## src/rtl/ov7670_pixel_capture.sv

```systemverilog
// OV7670 RGB565 byte stream to cropped pixel writes (addr = y*IMG_WIDTH+x) with frame status.
// Write strobe one cycle after the low byte edge; camera cannot be stalled, so no backpressure exists.
module ov7670_pixel_capture #(
    parameter int IMG_WIDTH  = 320,
    parameter int IMG_HEIGHT = 240
) (
    input  logic                                    clk,
    input  logic                                    reset_n,
    input  logic                                    capture_en,
    input  logic                                    vsync,
    input  logic                                    href,
    input  logic [7:0]                              cam_data,
    output logic                                    we_out,
    output logic [$clog2(IMG_WIDTH*IMG_HEIGHT)-1:0] wAddr_out,
    output logic [15:0]                             wData_out,
    output logic                                    frame_done,
    output logic                                    frame_err
);

    localparam int AW = $clog2(IMG_WIDTH * IMG_HEIGHT);
    localparam int XW = $clog2(IMG_WIDTH + 2);
    localparam int YW = $clog2(IMG_HEIGHT + 2);

    localparam logic [XW-1:0] X_LIM    = XW'(IMG_WIDTH);
    localparam logic [XW-1:0] X_SAT    = XW'(IMG_WIDTH + 1);
    localparam logic [XW-1:0] X_ONE    = XW'(1);
    localparam logic [YW-1:0] Y_LIM    = YW'(IMG_HEIGHT);
    localparam logic [YW-1:0] Y_SAT    = YW'(IMG_HEIGHT + 1);
    localparam logic [YW-1:0] Y_ONE    = YW'(1);
    localparam logic [AW-1:0] ROW_STEP = AW'(IMG_WIDTH);

    localparam logic [1:0] ST_SYNC   = 2'd0;
    localparam logic [1:0] ST_BLANK  = 2'd1;
    localparam logic [1:0] ST_ACTIVE = 2'd2;

    logic [1:0]    state;
    logic          href_d;
    logic          byte_phase;
    logic [7:0]    hi_byte;
    logic [XW-1:0] x_cnt;
    logic [YW-1:0] y_cnt;
    logic [AW-1:0] row_base;
    logic          err_acc;

    logic          pix_step;
    logic          line_end;
    logic          frame_end;
    logic          in_crop;
    logic          line_err;
    logic [XW-1:0] x_inc;
    logic [YW-1:0] y_inc;
    logic [YW-1:0] y_after;
    logic          frame_err_nxt;

    // A frame-end cycle never consumes a byte, so an aborted line leaves no partial pixel.
    always_comb begin
        pix_step      = (state == ST_ACTIVE) && href && !vsync;
        line_end      = (state == ST_ACTIVE) && href_d && !href;
        frame_end     = (state == ST_ACTIVE) && vsync;
        in_crop       = (x_cnt < X_LIM) && (y_cnt < Y_LIM);
        x_inc         = (x_cnt == X_SAT) ? x_cnt : x_cnt + X_ONE;
        y_inc         = (y_cnt == Y_SAT) ? y_cnt : y_cnt + Y_ONE;
        line_err      = line_end && ((x_cnt != X_LIM) || byte_phase);
        y_after       = line_end ? y_inc : y_cnt;
        frame_err_nxt = err_acc || line_err || href || (y_after != Y_LIM);
    end

    always_ff @(posedge clk or negedge reset_n) begin
        if (!reset_n) begin
            state <= ST_SYNC;
        end else begin
            case (state)
                ST_SYNC: begin
                    if (vsync) begin
                        state <= ST_BLANK;
                    end
                end
                ST_BLANK: begin
                    if (!vsync) begin
                        state <= capture_en ? ST_ACTIVE : ST_SYNC;
                    end
                end
                ST_ACTIVE: begin
                    if (frame_end) begin
                        state <= ST_BLANK;
                    end
                end
                default: state <= ST_SYNC;
            endcase
        end
    end

    always_ff @(posedge clk or negedge reset_n) begin
        if (!reset_n) begin
            href_d <= 1'b0;
        end else begin
            href_d <= href;
        end
    end

    // Line/frame counters; the line-end update and the frame-end check may share a cycle.
    always_ff @(posedge clk or negedge reset_n) begin
        if (!reset_n) begin
            byte_phase <= 1'b0;
            hi_byte    <= '0;
            x_cnt      <= '0;
            y_cnt      <= '0;
            row_base   <= '0;
            err_acc    <= 1'b0;
        end else if (state == ST_BLANK && !vsync && capture_en) begin
            byte_phase <= 1'b0;
            x_cnt      <= '0;
            y_cnt      <= '0;
            row_base   <= '0;
            err_acc    <= 1'b0;
        end else if (pix_step) begin
            if (!byte_phase) begin
                hi_byte    <= cam_data;
                byte_phase <= 1'b1;
            end else begin
                byte_phase <= 1'b0;
                x_cnt      <= x_inc;
            end
        end else if (line_end) begin
            err_acc    <= err_acc | line_err;
            y_cnt      <= y_inc;
            x_cnt      <= '0;
            byte_phase <= 1'b0;
            if (y_cnt < Y_LIM) begin
                row_base <= row_base + ROW_STEP;
            end
        end
    end

    always_ff @(posedge clk or negedge reset_n) begin
        if (!reset_n) begin
            we_out    <= 1'b0;
            wAddr_out <= '0;
            wData_out <= '0;
        end else begin
            we_out <= 1'b0;
            if (pix_step && byte_phase && in_crop) begin
                we_out    <= 1'b1;
                wAddr_out <= row_base + AW'(x_cnt);
                wData_out <= {hi_byte, cam_data};
            end
        end
    end

    always_ff @(posedge clk or negedge reset_n) begin
        if (!reset_n) begin
            frame_done <= 1'b0;
            frame_err  <= 1'b0;
        end else begin
            frame_done <= frame_end;
            if (frame_end) begin
                frame_err <= frame_err_nxt;
            end
        end
    end

endmodule
```

## config.mk

```make
export PLATFORM = sky130hd
export DESIGN_NAME = ov7670_pixel_capture
export DESIGN_NICKNAME = d
export VERILOG_FILES = /design/src/rtl/ov7670_pixel_capture.sv
export SDC_FILE = /design/constraint.sdc
export NUM_CORES = 1
export LEC_CHECK = 0
export BUFFER_PORTS_ARGS = -buffer_cell sky130_fd_sc_hd__buf_4
export CORE_MARGIN = 10
export CORE_UTILIZATION = 59
export CTS_BUF_LIST = sky130_fd_sc_hd__clkbuf_4 sky130_fd_sc_hd__clkbuf_8
export CTS_CLUSTER_SIZE = 16
export DETAILED_ROUTE_END_ITERATION = 16
export PLACE_DENSITY = 0.86
export SYNTH_ARGS = -nofsm -noshare
export SYNTH_HDL_FRONTEND = slang
export SYNTH_SLANG_ARGS = --single-unit
```

## constraint.sdc

```tcl
create_clock -name clk -period 2.5 [get_ports clk]
set_input_delay 0.25 -clock clk [delete_from_list [all_inputs] [get_ports clk]]
set_output_delay 0.25 -clock clk [all_outputs]
set_load 0.01 [all_outputs]
```

[Yosys cells after proc, flatten, opt, wreduce, memory -nomap -nowiden]
Index checks and enable logic that the tools add are counted.
Operators by class
  reductions and logical operators: 26
  bitwise gates (word level): 3
  eq/ne operators: 12
  multiplexer cells: 26
  add/sub/neg operators: 4
  order comparisons: 2
Operators with widths (count)
  $mux 17: 4
  $mux 9: 5
  $mux 8: 4
  $add 17x9->17: 1
  $add 17x9->17 const B: 1
  $reduce_and 3->1: 4
  $logic_and 1x1->1: 11
  $add 9x1->9 const B: 1
  $eq 9x9->1 const B: 1
  $lt 9x9->1 const B: 1
  $ne 9x9->1 const B: 1
  $add 8x1->8 const B: 1
  $eq 8x8->1 const B: 1
  $lt 8x8->1 const B: 1
  $mux 1: 8
  $mux 2: 4
  $ne 8x8->1 const B: 1
  $ne 2x2->1 const B: 3
  $ne 3x2->1 const B: 2
  $pmux 2 s3: 1
  $logic_or 1x1->1: 4
  $reduce_bool 2->1: 2
  $reduce_bool 3->1: 1
  $eq 2x1->1 const B: 1
  7 further kinds: 9
Storage, ports and cells
  flip-flop bits (word level): 83
  output and inout port bits: 36

[Depth between registers and ports, before layout]
Gate-level depths: netlist of run 1.
  word-level depth: 8
  depth in mapped cells: 8
  mapped depth without buffers: 7

[Least setup slack after synthesis of run 1]
Ideal clock, no wire load.
  kind: register -> register
  from: register x_cnt[7]
  to: register wAddr_out[13]
  buffers on the path: 0
  data arrival time: 1.688 ns
  setup slack: 0.678 ns
  stages on the path, launching flop included: 7
  library setup time: 0.135 ns
  cells stage by stage: dfrtp_1 -> ha_1 -> a21o_1 -> a21oi_1 -> nand3b_1 -> xor2_1 -> o21ai_0
Between the ends
  word-level cells in the longest chain between the ends: 3
Ends and longest elaborated chain
  start: declaration: RTL line 40  | logic [XW-1:0] x_cnt;
  start signal: assignment: RTL line 122  | x_cnt <= x_inc;
  parallel branches: the longest is 3 deep, another holds $add 17x9->17
  end signal: assignment: RTL line 144  | wAddr_out <= row_base + AW'(x_cnt);
  end: declaration: RTL line 14  | output logic [$clog2(IMG_WIDTH*IMG_HEIGHT)-1:0] wAddr_out,
Parallel ways; which one is timed is not known.
A chain may end at the register's enable or synchronous reset.

[Worst setup path after layout of run 1]
Same ends and word-level chain as after synthesis.

==> results.py, run 1 <==
metrics = {
    "outcome": {
        "outcome": "finished, final reports clean",
    },
    "synth": {
        "syn-num-nets": 386,
        "ys_ff_latch": 77,
        "syn_area_per_cell_um2": 9.992,
        "syn_inst": 364,
        "synth_ff_type": "dfrtp_1",
        "synth.cell_area_mm2": 0.003637,
        "ys_types": 47,
        "yosysSeqAreaShare": 0.5298,
        "synth_edf_count": 0,
        "ys.warnings.count": 0,
        "async_flop_share": 1.000,
    },
    "place": {
        "place_congestion": 0.8735,
        "dpl.hpwl_um": 5417,
        "placed_cell_area_mm2": 0.004046,
        "io_buffers": 48,
    },
    "hold_path": {
        "worst_hold_path_type": "input pin to asynchronous set/reset pin",
    },
    "routing": {
        "route.antenna.remaining_nets": 0,
        "vias": 2722,
        "drtIter0Drc": 161,
        "wl_per_cell_um": 15.84,
        "drcViolationCount": 0,
        "vias_per_cell": 5.521,
        "routed_wl_um": 7808,
        "dr.pass1.iters": 4,
    },
    "layout": {
        "drive_above_1_share": 0.2033,
        "final_common_cell": "nand2_1",
        "final_nets": 435,
        "final_cell_mix": "nand2_1 (88), dfrtp_1 (77), buf_4 (52), nor2_1 (27), o21ai_0 (18)",
        "area_growth_pct": 17.54,
        "antennaDiodeCount": 0,
        "postLayoutCellArea_mm2": 0.004275,
    },
    "cts": {
        "cts.sinks": 77,
        "cts.repair.resized": 0,
        "cts_setup_buffers": 0,
        "cts_tree": "built",
        "cts_made_buffers": 9,
        "cts_buffer_depth": 2,
        "clk_pin_slew_ns": 0.08,
        "insertion_delay_ns": 0.36,
        "postCtsHoldBufs": 0,
        "cts_htree_levels": 3,
        "root_buffer": "clkbuf_8",
    },
    "pwr": {
        "comb_power_share": 0.081,
        "p_seq_frac": 0.512,
        "cell_internal_pwr_w": 0.001995,
        "cellLeakagePower_nw": 2.125,
        "ir_drop_v": 0.0004192,
        "p_sw_w": 0.0006732,
        "p_sw_frac": 0.2523,
        "p_clk_frac": 0.406,
        "power.density_mw_per_mm2": 624.2,
    },
    "grt": {
        "grt_pass1_vias": 2754,
        "overflow": 0,
        "grt_max_degree": 78,
        "track_usage": 0.1643,
        "grt_pass1_wl_um": 13320,
        "antenna_found_initial": 0,
    },
    "timing": {
        "hold_viol_final": 0,
        "max_freq_mhz": 488.9,
        "rsz0062_at_grt": "no",
        "skew_ns": 0.01259,
        "tightest_slew_ns": 0.9638,
        "finalCritPeriodShare": 0.8181,
        "setup_tns_ns": 0,
        "setup_violations": 0,
        "drv_slew": 0,
        "period_minus_slack_ns": 2.045,
        "slew_headroom": 0.3575,
    },
    "flow_run": {
        "drv_cap": 0,
    },
    "worst_setup_path": {
        "crit_slowest_cell": "a21oi_1",
        "crit_type": "register to register",
        "endpoint_kind": "register",
        "cp-start-kind": "register",
        "worst-endpoint-arrival_ns": 2.28,
        "crit_required_ns": 2.73,
        "crit_path_cell_trace": "ha_1 > a21o_1 > a21oi_1 > nand3b_1 > xor2_1 > o21ai_0",
        "crit_path_max_incr_delay_ns": 0.49,
        "cp_max_fo": 9,
        "path_buf_inv": 0,
        "cp_top_family": "compound AO/OA/AOI/OAI gates",
    },
    "die": {
        "num_rows": 28,
        "io_pins": 49,
        "core_mm2": 0.005956,
        "dieArea_mm2": 0.009705,
        "fp.dieW_um": 98.52,
        "start_util": 0.6107,
        "die_h_um": 98.52,
    },
}
per-stage QoR:
stage / util / cells / setup WS [ns] / power (W) / hold slack [ns]
2_1_floorplan: - / 364 / 0.6776 / 0.001497 / -0.04559
3_3_place_gp: 0.6794 / 477 / 0.5416 / 0.001594 / 0.3999
3_5_place_dp: 0.6794 / 477 / 0.4764 / 0.001610 / 0.4005
4_1_cts: 0.7179 / 493 / 0.4438 / 0.002692 / 0.03049
5_1_grt: 0.7179 / 493 / 0.2397 / 0.002774 / 0.04087
6_report: 0.7179 / 493 / 0.4547 / 0.002669 / 0.01434
cell type report:
cell class | instances | area, um2
Sequential cell | 77 | 1927
Tap cell | 75 | 93.84
Multi-Input combinational cell | 264 | 1602
Timing Repair Buffer | 52 | 390.4
Clock inverter | 7 | 105.1
Fill cell | 421 | 1680
Inverter | 9 | 33.78
Clock buffer | 9 | 123.9
cells in the mapped netlist (3+ instances only):
library cell	instances	area share
nand2_1	88	0.091
dfrtp_1	77	0.53
nor2_1	27	0.028
o21ai_0	18	0.025
xnor2_1	16	0.039
xor2_1	14	0.034
ha_1	9	0.031
inv_1	9	0.0093
nand4_1	9	0.015
mux2_2	8	0.025
nand3_1	8	0.011
a21oi_1	7	0.0096
clkbuf_1	7	0.0072
nand3b_1	5	0.010
nor4_1	5	0.0086
or3_1	5	0.0086
a21o_1	4	0.0083
and2_1	4	0.0069
nor3_1	4	0.0055
a31oi_1	3	0.0052
and3_1	3	0.0052
buf_2	3	0.0041
mux2i_1	3	0.0083
flip-flops by register name (all words and copies together), names as in the netlist:
name and flops:
hi_byte 8, row_base 11, x_cnt 9, byte_phase 1, err_acc 1, y_cnt 8
wData_out 16, wAddr_out 17, state 2, href_d 1, frame_done 1, frame_err 1
we_out 1
cells by family after synthesis:
group | synth area share
simple gates | 0.2277
flops | 0.5298
compound gates | 0.07637
xor+xnor | 0.07224
buf+inv | 0.02993
mux | 0.03303
fa+ha+maj | 0.03096
power groups by stage:
| stage | Combinational, W | Sequential (W) | Clock [W] |
|---|---|---|---|
| final | 0.000217 | 0.00137 | 0.00108 |
| after global routing | 0.000245 | 0.00138 | 0.00115 |
| after global placement | 0.000210 | 0.00138 | 0 |
| after floorplan | 0.000109 | 0.00139 | 0 |
| after detailed placement | 0.000219 | 0.00139 | 0 |
| after CTS | 0.000222 | 0.00137 | 0.00110 |
routing by layer:
metal | vias up | track usage | share of wire
li1 | 1330 | - | -
met1 | 1293 | 0.2061 | 0.44
met2 | 82 | 0.2607 | 0.48
met3 | 17 | 0.03282 | 0.051
met4 | 0 | 0.08931 | 0.021
met5 | - | 0 | 0
worst paths after layout:
kind,from,to,slack [ns],depth (start not counted)
max in group asynchronous,reset_n,x_cnt[7],1.83,1
worst max register to register,x_cnt[7],wAddr_out[13],0.45,6
worst min-delay path,reset_n,frame_done,0.01,1
worst min register to register,hi_byte[0],wData_out[8],0.47,2
min in group clk,href,href_d,0.04,1
worst max-delay path,x_cnt[7],wAddr_out[13],0.45,6
worst register-to-register path, delay by kind of cell, from the launching register on:
kind | cells | cell delay [ns]
AO/OA/AOI/OAI | 3 | 0.79
XOR/XNOR | 1 | 0.15
adder cells (fa/ha/maj) | 1 | 0.35
flip-flops | 1 | 0.44
AND/OR/NAND/NOR | 1 | 0.20
No activity file was read; power rests on OpenSTA's default activity.
==> run 2, diff against run 1 <==
==> constraint.sdc (replaced) <==
create_clock -name clk -period 1.9 [get_ports clk]
set_input_delay 0.19 -clock clk [delete_from_list [all_inputs] [get_ports clk]]
set_output_delay 0.19 -clock clk [all_outputs]
set_load 0.01 [all_outputs]
==> results.py, run 2 (synthesis results as in run 1) <==
metrics = {
    "grt": {
        "grt_max_degree": 46,
        "antenna_found_initial": 0,
        "track_usage": 0.1598,
        "grt_pass1_vias": 2702,
        "overflow": 0,
        "grt_pass1_wl_um": 12960,
    },
    "cts": {
        "insertion_delay_ns": 0.36,
        "clk_pin_slew_ns": 0.08,
        "cts_buffer_depth": 2,
        "cts_made_buffers": 9,
        "cts_tree": "built",
        "root_buffer": "clkbuf_8",
        "cts_htree_levels": 3,
        "cts.sinks": 77,
    },
    "timing": {
        "period_minus_slack_ns": 1.812,
        "drv_slew": 0,
        "tightest_slew_ns": 0.4600,
        "setup_violations": 0,
        "skew_ns": 0.005677,
        "setup_tns_ns": 0,
        "max_freq_mhz": 551.9,
        "finalCritPeriodShare": 0.9537,
        "hold_viol_final": 0,
        "fin_ws_ns": 0.08803,
        "slew_headroom": 0.6885,
    },
    "worst_setup_path": {
        "cp-start-kind": "register",
        "r2r-end": "frame_err",
        "cp_max_fo": 5,
        "crit_end": "frame_err",
        "endpoint_kind": "register",
        "crit_type": "register to register",
        "worstSetupStartpoint": "y_cnt[1]",
        "worst-endpoint-arrival_ns": 2.04,
        "worstRegToRegCells": 6,
        "r2r_start": "y_cnt[1]",
        "r2r_setup_slack_ns": 0.09,
        "crit_required_ns": 2.13,
    },
    "layout": {
        "area_growth_pct": 23.05,
        "antennaDiodeCount": 0,
        "final_util": 0.7515,
        "top_register": "wAddr_out",
        "largest_register_ffs": 17,
        "final_cell_mix": "nand2_1 (88), dfrtp_1 (75), buf_4 (65), nor2_1 (27), o21ai_0 (18)",
        "final_common_cell": "nand2_1",
        "final_nets": 453,
        "n_fill_cell": 374,
        "largestRegisters": "wAddr_out (17), wData_out (16), row_base (11)",
        "drive_above_1_share": 0.2500,
        "postLayoutCellArea_mm2": 0.004476,
    },
    "die": {
        "io_pins": 49,
        "dieArea_mm2": 0.009705,
        "fp.dieW_um": 98.52,
        "die_h_um": 98.52,
        "start_util": 0.6107,
        "core_mm2": 0.005956,
        "num_rows": 28,
    },
    "routing": {
        "drcViolationCount": 0,
        "route.antenna.remaining_nets": 0,
        "vias": 2822,
        "wl_per_cell_um": 15.69,
        "dr.pass1.iters": 4,
        "drtIter0Drc": 138,
        "vias_per_cell": 5.523,
        "routed_wl_um": 8019,
    },
    "place": {
        "io_buffers": 48,
        "dpl.hpwl_um": 5546,
        "place_congestion": 0.8776,
        "dp_worst_setup_slack_ns": -0.003137,
        "placed_cell_area_mm2": 0.004161,
    },
    "flow_run": {
        "drv_cap": 0,
    },
    "pwr": {
        "power.density_mw_per_mm2": 773.1,
        "power.total_w": 0.003460,
        "cellLeakagePower_nw": 2.204,
        "ir_drop_v": 0.0005613,
    },
    "outcome": {
        "outcome": "finished, final reports clean",
    },
    "hold_path": {
        "worst_hold_path_type": "input pin to register",
    },
}
-- run 2: power breakdown --
group | switching, W | internal, W | total (W)
clock | 0.000608 | 0.000751 | 0.00136
combinational | 0.000158 | 0.000149 | 0.000307
sequential | 0.0000643 | 0.00173 | 0.00179
-- run 2: metal layers --
layer | routed length, um | global-route usage | up-vias
met5 | 0 | 0 | -
met4 | 153 | 0.07828 | 0
met3 | 406 | 0.04539 | 10
met2 | 4020 | 0.2612 | 71
met1 | 3439 | 0.1891 | 1373
li1 | - | - | 1368
-- run 2: worst max-delay path, cell delays in order (launching register included) --
cell	delay (ns)
dfrtp_1	0.43
inv_1	0.07
ha_1	0.20
a31oi_4	0.12
or3_1	0.33
a2111oi_1	0.40
a31oi_1	0.13
-- run 2: per-stage QoR --
stage                     cells  hold slack [ns]
final                       511          0.02760
after global routing        511          0.02868
after CTS                   507          0.02021
after detailed placement    489           0.1688
after global placement      489           0.1653
after floorplan             364          -0.1056
-- run 2: worst min path at each step --
stage | from | to | slack, ns | cells after the start
final | cam_data[7] | wData_out[7] | 0.03 | 3
after global routing | cam_data[2] | wData_out[2] | 0.03 | 3
after CTS | vsync | state[1] | 0.02 | 2
after detailed placement | reset_n | frame_done | 0.17 | 1
after global placement | reset_n | frame_done | 0.17 | 1
after floorplan | reset_n | byte_phase | -0.11 | 0
-- run 2: cell type report --
type / instances / area (um2) / share of cell area
timing repair buffer: 69 / 548.0 / 0.1224
sequential: 77 / 1929 / 0.4311
clock buffer: 10 / 131.4 / 0.02935
tap: 75 / 93.84 / 0.02097
timing repair inverter: 1 / 7.507 / 0.001677
clock inverter: 6 / 87.58 / 0.01957
inverter: 9 / 37.54 / 0.008387
multi-input combinational: 264 / 1640 / 0.3665
-- run 2: timing repair --
action / 4_1_cts / 5_1_grt
pin swaps: 0 / 2
gates cloned: 0 / 1
hold endpoints to repair: 33 / 0
hold buffers: 2 / 0
setup endpoints to repair: 2 / 31
gates resized for setup: 1 / 10
setup buffers: 0 / 3
==> run 3, diff against run 2 <==
--- a/config.mk
+++ b/config.mk
@@ -6,6 +6,7 @@
 export NUM_CORES = 1
 export LEC_CHECK = 0
 export BUFFER_PORTS_ARGS = -buffer_cell sky130_fd_sc_hd__buf_4
+export CORE_ASPECT_RATIO = 0.75
 export CORE_MARGIN = 10
 export CORE_UTILIZATION = 59
 export CTS_BUF_LIST = sky130_fd_sc_hd__clkbuf_4 sky130_fd_sc_hd__clkbuf_8
==> results.py, run 3 (synthesis results as in run 1) <==
metrics = {
    "outcome": {
        "outcome": "finished, final reports clean",
    },
    "place": {
        "place_congestion": 0.8710,
        "io_buffers": 48,
        "dpl.hpwl_um": 5669,
    },
    "cts": {
        "cts.sinks": 77,
        "cts_tree": "built",
        "root_buffer": "clkbuf_8",
        "cts_htree_levels": 3,
        "cts_buffer_depth": 2,
        "insertion_delay_ns": 0.36,
        "cts_made_buffers": 9,
        "clk_pin_slew_ns": 0.10,
    },
    "routing": {
        "routed_wl_um": 8353,
        "vias_per_cell": 5.612,
        "dr.pass1.iters": 4,
        "wl_per_cell_um": 16.28,
        "vias": 2879,
        "drcViolationCount": 0,
        "drtIter0Drc": 151,
        "route.antenna.remaining_nets": 0,
    },
    "layout": {
        "final_util": 0.7517,
        "antennaDiodeCount": 0,
        "final_nets": 452,
        "largestRegisters": "wAddr_out (17), wData_out (16), row_base (11)",
        "area_growth_pct": 21.64,
        "final_common_cell": "nand2_1",
        "drive_above_1_share": 0.2414,
        "final_cell_mix": "nand2_1 (87), dfrtp_1 (76), buf_4 (64), nor2_1 (27), o21ai_0 (17)",
        "n_fill_cell": 404,
        "largest_register_ffs": 17,
        "top_register": "wAddr_out",
    },
    "grt": {
        "grt_pass1_vias": 2819,
        "overflow": 0,
        "grt_max_degree": 46,
        "grt_pass1_wl_um": 13460,
        "antenna_found_initial": 0,
        "track_usage": 0.1670,
    },
    "worst_setup_path": {
        "cp_max_fo": 11,
        "crit_slowest_cell": "dfrtp_1",
        "r2r_setup_slack_ns": 0.05,
        "crit_required_ns": 2.15,
        "cp_top_family": "simple AND/OR/NAND/NOR gates",
        "cp-start-kind": "register",
        "crit_path_max_incr_delay_ns": 0.45,
        "crit_path_cell_trace": "nand4_1 > nand4_1 > buf_4 > clkinvlp_4 > nand2_1 > nand2_1",
        "worst-endpoint-arrival_ns": 2.10,
        "endpoint_kind": "register",
        "path_buf_inv": 2,
        "crit_type": "register to register",
    },
    "die": {
        "num_rows": 24,
        "start_util": 0.6180,
        "dieArea_mm2": 0.009738,
        "core_mm2": 0.005886,
        "io_pins": 49,
        "fp.dieW_um": 110.7,
        "die_h_um": 88.00,
    },
    "hold_path": {
        "worst_hold_path_type": "input pin to register",
    },
    "timing": {
        "tightest_slew_ns": 0.4228,
        "drv_slew": 0,
        "skew_ns": 0.01812,
        "period_minus_slack_ns": 1.851,
        "slew_headroom": 0.7181,
        "hold_viol_final": 0,
        "rsz0062_at_grt": "yes",
        "setup_violations": 0,
        "finalCritPeriodShare": 0.9741,
        "max_freq_mhz": 540.3,
        "setup_tns_ns": 0,
    },
    "pwr": {
        "ir_drop_v": 0.0007262,
        "power.density_mw_per_mm2": 744.3,
        "power.total_w": 0.003293,
        "cellLeakagePower_nw": 2.192,
    },
    "flow_run": {
        "drv_cap": 0,
    },
}
[run 3: cell types whose count changed in the layout (fill, tap and decap cells not counted), sizes merged]
cell      delta
inv          +5
bufinv       -2
clkinvlp     -2
buf          -1
clkbuf       -1
[run 3: stage by stage]
stage | instances | hold slack [ns] | area [um2] | worst slack [ns]
after floorplan | 364 | -0.1056 | 3637 | 0.07764
after global placement | 492 | 0.1500 | 4165 | 0.09402
after detailed placement | 492 | 0.1562 | 4165 | 0.06536
after CTS | 510 | 0.01366 | 4372 | 0.02347
after global routing | 513 | 0.01211 | 4424 | -0.02102
final | 513 | 0.02281 | 4424 | 0.04928
[run 3: report_power, final]
part / total (W) / internal [W] / switching (W)
clock: 0.00119 / 0.000504 / 0.000683
combinational: 0.000311 / 0.000151 / 0.000160
sequential: 0.00180 / 0.00173 / 0.0000659
total: 0.00329 / 0.00238 / 0.000909
[run 3: routing by layer]
| layer | GRT usage | vias to the layer above | part of all wire |
|---|---|---|---|
| met1 | 0.2126 | 1391 | 0.43 |
| li1 | - | 1371 | - |
| met4 | 0.04717 | 0 | 0.012 |
| met3 | 0.05396 | 12 | 0.068 |
| met5 | 0 | - | 0 |
| met2 | 0.2698 | 105 | 0.48 |
[run 3: area by class of cell]
class | count | area, um2 | area share
sequential | 77 | 1928 | 0.4358
multi-input combinational | 264 | 1627 | 0.3676
timing repair buffer | 68 | 540.5 | 0.1222
clock buffer | 9 | 123.9 | 0.02800
tap | 78 | 97.59 | 0.02206
clock inverter | 7 | 62.56 | 0.01414
inverter | 9 | 37.54 | 0.008484
timing repair inverter | 1 | 7.507 | 0.001697
[run 3: final timing paths]
kind                       depth (start not counted)         from       endpoint
setup / recovery                                   6     y_cnt[4]  wData_out[15]
hold / removal                                     3  cam_data[3]   wData_out[3]
setup reg to reg                                   6     y_cnt[4]  wData_out[15]
hold reg to reg                                    2   hi_byte[5]  wData_out[13]
max in group asynchronous                          3      reset_n   wAddr_out[9]
min in group asynchronous                          2      reset_n   wData_out[8]
[run 3: worst register-to-register path: cells and delay by family (launching register included)]
kind / cells / cell delay (ns)
flip-flops: 1 / 0.45
buffers and inverters: 2 / 0.45
AND/OR/NAND/NOR: 4 / 0.85
[run 3: timing repair]
| action | in CTS | in global routing |
|---|---|---|
| hold endpoints to repair | 30 | 0 |
| setup buffers | 0 | 2 |
| resized for setup | 1 | 9 |
| hold buffers | 2 | 0 |
| endpoints found under the setup margin | 1 | 12 |
| pin swaps | 0 | 3 |
| cloned | 0 | 1 |
